==> src/rtl/ext_dispatch_if.sv <==
// CPU extension port and shared arithmetic-unit bus seen by the dispatcher.
// slave: the dispatcher's view. master: the CPU and units' view.
interface ext_dispatch_if;
  logic        extStart;
  logic [31:0] extA;
  logic [31:0] extB;
  logic [2:0]  extFunc3;
  logic [31:0] extR;
  logic        extDone;
  logic        busy;
  logic        err;
  logic [31:0] uA;
  logic [31:0] uB;
  logic [2:0]  uFunc3;
  logic [1:0]  uStart;
  logic [1:0]  uDone;
  logic [31:0] uR0;
  logic [31:0] uR1;

  modport slave (
    input  extStart, extA, extB, extFunc3, uDone, uR0, uR1,
    output extR, extDone, busy, err, uA, uB, uFunc3, uStart
  );

  modport master (
    output extStart, extA, extB, extFunc3, uDone, uR0, uR1,
    input  extR, extDone, busy, err, uA, uB, uFunc3, uStart
  );
endinterface

==> src/rtl/ext_dispatch.sv <==
// Sequencer between the CPU extension port and two arithmetic units (0: mul, 1: div/rem),
// with a watchdog that forces completion with ERR_RESULT if the selected unit never answers.
module ext_dispatch #(
  parameter int unsigned TIMEOUT    = 64,
  parameter logic [31:0] ERR_RESULT = 32'hFFFF_FFFF
) (
  input logic          clk,
  input logic          rst,
  ext_dispatch_if.slave bus
);

  typedef enum logic [1:0] {StIdle, StIssue, StWait, StDone} state_e;

  localparam logic [7:0] CntLast = 8'(TIMEOUT - 1);

  state_e      state_q, state_d;
  logic        sel_q, sel_d;
  logic [7:0]  cnt_q, cnt_d;
  logic        to_q, to_d;
  logic [31:0] ext_r_q, ext_r_d;
  logic [31:0] ua_q, ua_d;
  logic [31:0] ub_q, ub_d;
  logic [2:0]  func3_q, func3_d;
  logic [1:0]  ustart_q, ustart_d;
  logic        done_q, done_d;
  logic        err_q, err_d;

  logic        unit_done;
  logic [31:0] unit_r;

  // Only the selected unit is ever listened to.
  assign unit_done = bus.uDone[sel_q];
  assign unit_r    = sel_q ? bus.uR1 : bus.uR0;

  always_comb begin
    state_d  = state_q;
    sel_d    = sel_q;
    cnt_d    = cnt_q;
    to_d     = to_q;
    ext_r_d  = ext_r_q;
    ua_d     = ua_q;
    ub_d     = ub_q;
    func3_d  = func3_q;
    ustart_d = 2'b00;
    done_d   = 1'b0;
    err_d    = 1'b0;

    unique case (state_q)
      StIdle: begin
        if (bus.extStart) begin
          ua_d     = bus.extA;
          ub_d     = bus.extB;
          func3_d  = bus.extFunc3;
          sel_d    = bus.extFunc3[2];
          ustart_d = bus.extFunc3[2] ? 2'b10 : 2'b01;
          state_d  = StIssue;
        end
      end
      StIssue: begin
        cnt_d = 8'd0;
        if (unit_done) begin
          ext_r_d = unit_r;
          done_d  = 1'b1;
          state_d = StDone;
        end else begin
          state_d = StWait;
        end
      end
      StWait: begin
        // A result arriving on the last allowed cycle beats the watchdog.
        if (unit_done) begin
          ext_r_d = unit_r;
          done_d  = 1'b1;
          state_d = StDone;
        end else if (cnt_q == CntLast) begin
          ext_r_d = ERR_RESULT;
          to_d    = 1'b1;
          done_d  = 1'b1;
          err_d   = 1'b1;
          state_d = StDone;
        end else begin
          cnt_d = cnt_q + 8'd1;
        end
      end
      StDone: begin
        to_d    = 1'b0;
        state_d = StIdle;
      end
      default: state_d = StIdle;
    endcase
  end

  always_ff @(posedge clk or negedge rst) begin
    if (!rst) begin
      state_q  <= StIdle;
      sel_q    <= 1'b0;
      cnt_q    <= 8'd0;
      to_q     <= 1'b0;
      ext_r_q  <= 32'd0;
      ua_q     <= 32'd0;
      ub_q     <= 32'd0;
      func3_q  <= 3'd0;
      ustart_q <= 2'b00;
      done_q   <= 1'b0;
      err_q    <= 1'b0;
    end else begin
      state_q  <= state_d;
      sel_q    <= sel_d;
      cnt_q    <= cnt_d;
      to_q     <= to_d;
      ext_r_q  <= ext_r_d;
      ua_q     <= ua_d;
      ub_q     <= ub_d;
      func3_q  <= func3_d;
      ustart_q <= ustart_d;
      done_q   <= done_d;
      err_q    <= err_d;
    end
  end

  assign bus.extR    = ext_r_q;
  assign bus.extDone = done_q;
  assign bus.err     = err_q;
  assign bus.busy    = (state_q != StIdle);
  assign bus.uA      = ua_q;
  assign bus.uB      = ub_q;
  assign bus.uFunc3  = func3_q;
  assign bus.uStart  = ustart_q;

endmodule

==> src/flat_wrapper.sv <==
// flat-port wrapper written by rule: the top's interface ports become plain ports
module ext_dispatch_flat 
#(
  parameter int unsigned TIMEOUT    = 64,
  parameter logic [31:0] ERR_RESULT = 32'hFFFF_FFFF
)
  (clk, rst, bus_extStart, bus_extA, bus_extB, bus_extFunc3, bus_uDone, bus_uR0, bus_uR1, bus_extR, bus_extDone, bus_busy, bus_err, bus_uA, bus_uB, bus_uFunc3, bus_uStart);
  ext_dispatch_if bus_i ();
  input logic clk;
  input logic rst;
  input wire logic [$bits(bus_i.extStart)-1:0] bus_extStart;
  input wire logic [$bits(bus_i.extA)-1:0] bus_extA;
  input wire logic [$bits(bus_i.extB)-1:0] bus_extB;
  input wire logic [$bits(bus_i.extFunc3)-1:0] bus_extFunc3;
  input wire logic [$bits(bus_i.uDone)-1:0] bus_uDone;
  input wire logic [$bits(bus_i.uR0)-1:0] bus_uR0;
  input wire logic [$bits(bus_i.uR1)-1:0] bus_uR1;
  output wire logic [$bits(bus_i.extR)-1:0] bus_extR;
  output wire logic [$bits(bus_i.extDone)-1:0] bus_extDone;
  output wire logic [$bits(bus_i.busy)-1:0] bus_busy;
  output wire logic [$bits(bus_i.err)-1:0] bus_err;
  output wire logic [$bits(bus_i.uA)-1:0] bus_uA;
  output wire logic [$bits(bus_i.uB)-1:0] bus_uB;
  output wire logic [$bits(bus_i.uFunc3)-1:0] bus_uFunc3;
  output wire logic [$bits(bus_i.uStart)-1:0] bus_uStart;
  assign bus_i.extStart = bus_extStart;
  assign bus_i.extA = bus_extA;
  assign bus_i.extB = bus_extB;
  assign bus_i.extFunc3 = bus_extFunc3;
  assign bus_i.uDone = bus_uDone;
  assign bus_i.uR0 = bus_uR0;
  assign bus_i.uR1 = bus_uR1;
  assign bus_extR = bus_i.extR;
  assign bus_extDone = bus_i.extDone;
  assign bus_busy = bus_i.busy;
  assign bus_err = bus_i.err;
  assign bus_uA = bus_i.uA;
  assign bus_uB = bus_i.uB;
  assign bus_uFunc3 = bus_i.uFunc3;
  assign bus_uStart = bus_i.uStart;
  ext_dispatch #(.TIMEOUT(TIMEOUT), .ERR_RESULT(ERR_RESULT)) u_core (.clk(clk), .rst(rst), .bus(bus_i));
endmodule
==> config.mk <==
export PLATFORM = sky130hd
export DESIGN_NAME = ext_dispatch_flat
export DESIGN_NICKNAME = d
export VERILOG_FILES = /design/src/rtl/ext_dispatch_if.sv /design/src/rtl/ext_dispatch.sv /design/src/flat_wrapper.sv
export SDC_FILE = /design/constraint.sdc
export NUM_CORES = 1
export LEC_CHECK = 0
export CORE_MARGIN = 10
export CORE_UTILIZATION = 44
export CTS_BUF_LIST = sky130_fd_sc_hd__clkbuf_16
export DETAILED_ROUTE_END_ITERATION = 12
export PLACE_DENSITY = 0.87
export SYNTH_ARGS = -nofsm -noshare
export SYNTH_HDL_FRONTEND = slang
export SYNTH_SLANG_ARGS = --single-unit
==> constraint.sdc <==
create_clock -name clk -period 3.12 [get_ports clk]
set_input_delay 0.624 -clock clk [delete_from_list [all_inputs] [get_ports clk]]
set_output_delay 0.624 -clock clk [all_outputs]
set_load 0.005 [all_outputs]
==> metrics.md <==
| Metric | Value |
|---|---|
| Global-route usage over all layers | 19.75% |
| Worst setup slack for register-to-register paths | 0.76 ns |
| Setup TNS | 0 ns |
| Crit Path Category | reg2out |
| Share of the synthesized area in the top cell type | 58.63% |
| Final Routed Wirelength | 15410 um |
| Clock Skew | 0.01014 ns |
| Floorplan die width | 124.7 um |
| Sequential fraction of the synthesis area | 58.63% |
| Utilization of the core after routing | 73.27% |
| Final Hold Violating Endpoints | 0 |
| Die height | 124.7 um |
| Worst path max stage delay | 0.50 ns |
| Routed length per instance | 20.93 um |
| Crit path top cell by count | inv_1 |
| Buffers added on ports | 239 |
| Row count | 38 |
| Maximum number of pins on one net before global-route repair | 57 |
| Commonest cells post-synth | 113 x dfrtp_1, 67 x mux2_2, 33 x mux2i_1 |
| Number of ports placed on the die boundary | 240 |
| Worst path arrival time | 1.74 ns |
| Setup-failing EPs final | 0 |
| Drt first pass iters | 5 |
| Top FF cell, synth | dfrtp_1 |
| Setup repair after global routing missed its margin | false |
| DR iter-0 viols | 191 |
| Total of fill cells in the finished design | 709 |
| Slew at the pin closest to its max-slew limit | 0.7168 ns |
| GR Overflow Total | 0 |
| Number of global-route vias before repair | 4308 |
| Design Power | 0.007803 W |
| FF-to-FF path depth | 6 |
| Antenna Nets Post-Route | 0 |
| Post-cts repair resize count | 0 |
| CP max-delay cell | clkdlybuf4s50_1 |
| Buffer type at the clock tree root | clkbuf_16 |
| Synth async-reset ratio | 100.0% |
| Leak pwr | 3.316 nW |
| ANT cells | 0 |
| Startpoint class of the critical path | flop |
| Max capacitance violation total | 0 |
| DRC Markers | 0 |
| Global-route wire length before repair | 24440 um |
| Clock tree from TritonCTS | built |
| Routability-driven placement congestion ratio | 0.8674 |
| Yosys warns | 0 |
| Clock sink total | 113 |
| Ratio of final minimum period to clock period | 75.63% |
| Power Dens Cells | 986.7 nW/um2 |
| Ratio of routed vias to standard cells | 5.198 |
| Area overhead of the layout relative to synthesis | 63.94% |
| Number of flops mapped to enable cells by yosys | 0 |
| Via count | 3826 |
| Maximum vdd drop | 574.0 uV |
| Final period demand of the worst path | 2.360 ns |
| Hold slack final | 0.2640 ns |
| Number of antenna violations at the first check in global routing | 0 |
| Number of hold buffers added after cts | 0 |
| Max Transition Viols Final | 0 |
| Average instance area after synthesis | 14.10 um2 |
| Sum of net half-perimeters after detailed placement | 11940 um |
| Run status | finished, final reports clean |
| Crit end category | primary output |
| Number of CTS-inserted buffers | 17 |
| Highest clock frequency the design can meet | 423.8 MHz |
| Leading cell type by number of instances after synthesis | dfrtp_1 |
| Number of library cell types mapped by synthesis | 42 |
| Area of the core | 10790 um2 |
| Cell type with the highest aggregate area in the netlist | dfrtp_1 |
| Type of the worst min-delay path | in2async |
| Critical Path Fanout Max | 4 |
| Clock slew at the register clock pins of the worst setup and hold paths | 0.05 ns |
| Buffers inserted by post-CTS timing repair | 0 |
| Net count after synthesis | 483 |
| Main area contributors after synthesis | dfrtp_1 59%, mux2_2 16%, mux2i_1 6.8% |
| Full die area | 15550 um2 |
| Count of mapped cells out of synthesis | 342 |
| Buffer levels on the longest clock path | 2 |
| H-tree Lvls | 4 |
| Total instance count after detailed placement | 707 |
| Max_slew headroom | 52.21% |
| Synthesized flop and latch total | 113 |
| Netlist area before placement | 4823 um2 |
| Required arrival time at the worst endpoint | 2.50 ns |
| Latest clock arrival within the worst-skew pair | 0.41 ns |
| Cell-by-cell listing of the critical path | inv_1, ha_1, inv_1, clkdlybuf4s50_1 |
| Fraction of layout cells with a size suffix above 1 | 18.62% |
| Post-route insts no fill | 736 |
| Initial Util | 44.69% |
| Number of nets in the finished design | 727 |
## placed cells by master (no fill, tap or decap), types with 2 or more instances in the layout
master,instances
or4_1,3
mux2_2,67
a2bb2oi_1,32
inv_1,9
dfrtp_1,112
clkinv_2,4
nor4_1,2
clkbuf_16,17
mux2i_1,33
nand3_1,7
o211ai_1,3
a21oi_1,2
nand2_1,16
buf_4,7
clkdlybuf4s50_1,238
bufinv_16,3
clkinv_1,2
ha_1,5
buf_12,2
nor2_1,4
o21ai_0,3
## final cells by class
class	count	area (um2)	area share (%)
clock buffer	17	425.4	5.380
multi-input combinational	201	1852	23.42
timing repair buffer	247	2475	31.30
inverter	6	22.52	0.2848
tap	140	175.2	2.215
clock inverter	12	128.9	1.630
sequential	113	2829	35.78
## power by group
group / leakage (nW) / switching [W] / internal (W)
Sequential: 1.33 / 0.000413 / 0.00216
Combinational: 1.70 / 0.00125 / 0.00215
Clock: 0.287 / 0.000613 / 0.00122
## flip-flops by register name (all words and copies together) (netlist names)
name and count:
u_core.bus.extR 32, u_core.bus.uA 32, u_core.bus.uB 32, u_core.cnt_q 8
u_core.bus.uFunc3 2, u_core.bus.uStart 2, u_core.state_q 2, u_core.bus.err 1
u_core.bus.extDone 1, u_core.sel_q 1
## worst max-delay path, delay by kind of cell, from the launching register on
kind | cells | cell delay [ns]
adder cells (fa/ha/maj) | 1 | 0.28
buffers and inverters | 3 | 0.67
flip-flops | 1 | 0.38
## through the flow
stage          instance area [um2]  setup slack [ns]
5_1_grt                       7908            0.6135
6_report                      7908            0.7603
4_1_cts                       7908            0.7172
3_3_place_gp                  7353            0.8447
3_5_place_dp                  7353            0.7768
2_1_floorplan                 4823             1.285
## path summary, 6_finish.rpt
path                                   startpoint                   to
worst max-delay path            u_core.state_q[0]             bus_busy
worst min-delay path                          rst  u_core.bus.extR[12]
worst max register to register    u_core.cnt_q[0]  u_core.bus.extR[28]
worst min register to register  u_core.bus.uA[22]    u_core.bus.uA[22]
max in group asynchronous                     rst    u_core.bus.uB[25]
min in group clk                u_core.bus.uA[22]    u_core.bus.uA[22]
## layer usage
metal	vias to the layer above	track usage (%)	wire (um)
li1	1742	-	-
met1	1860	20.97	5822
met2	204	33.13	7602
met3	20	10.13	1778
met4	0	6.648	201
met5	-	0	0
## cells by family (layout without fill, tap and decap cells)
group / count (synthesis) / in the layout / synth area share, %
flip-flops: 113 / 113 / 58.63
multiplexers: 101 / 101 / 22.96
buffers and inverters: 28 / 282 / 3.087
AND/OR/NAND/NOR: 42 / 42 / 4.592
adder cells (fa/ha/maj): 5 / 5 / 1.297
AO/OA/AOI/OAI: 53 / 53 / 9.443
(Power assumes the default switching activity.)
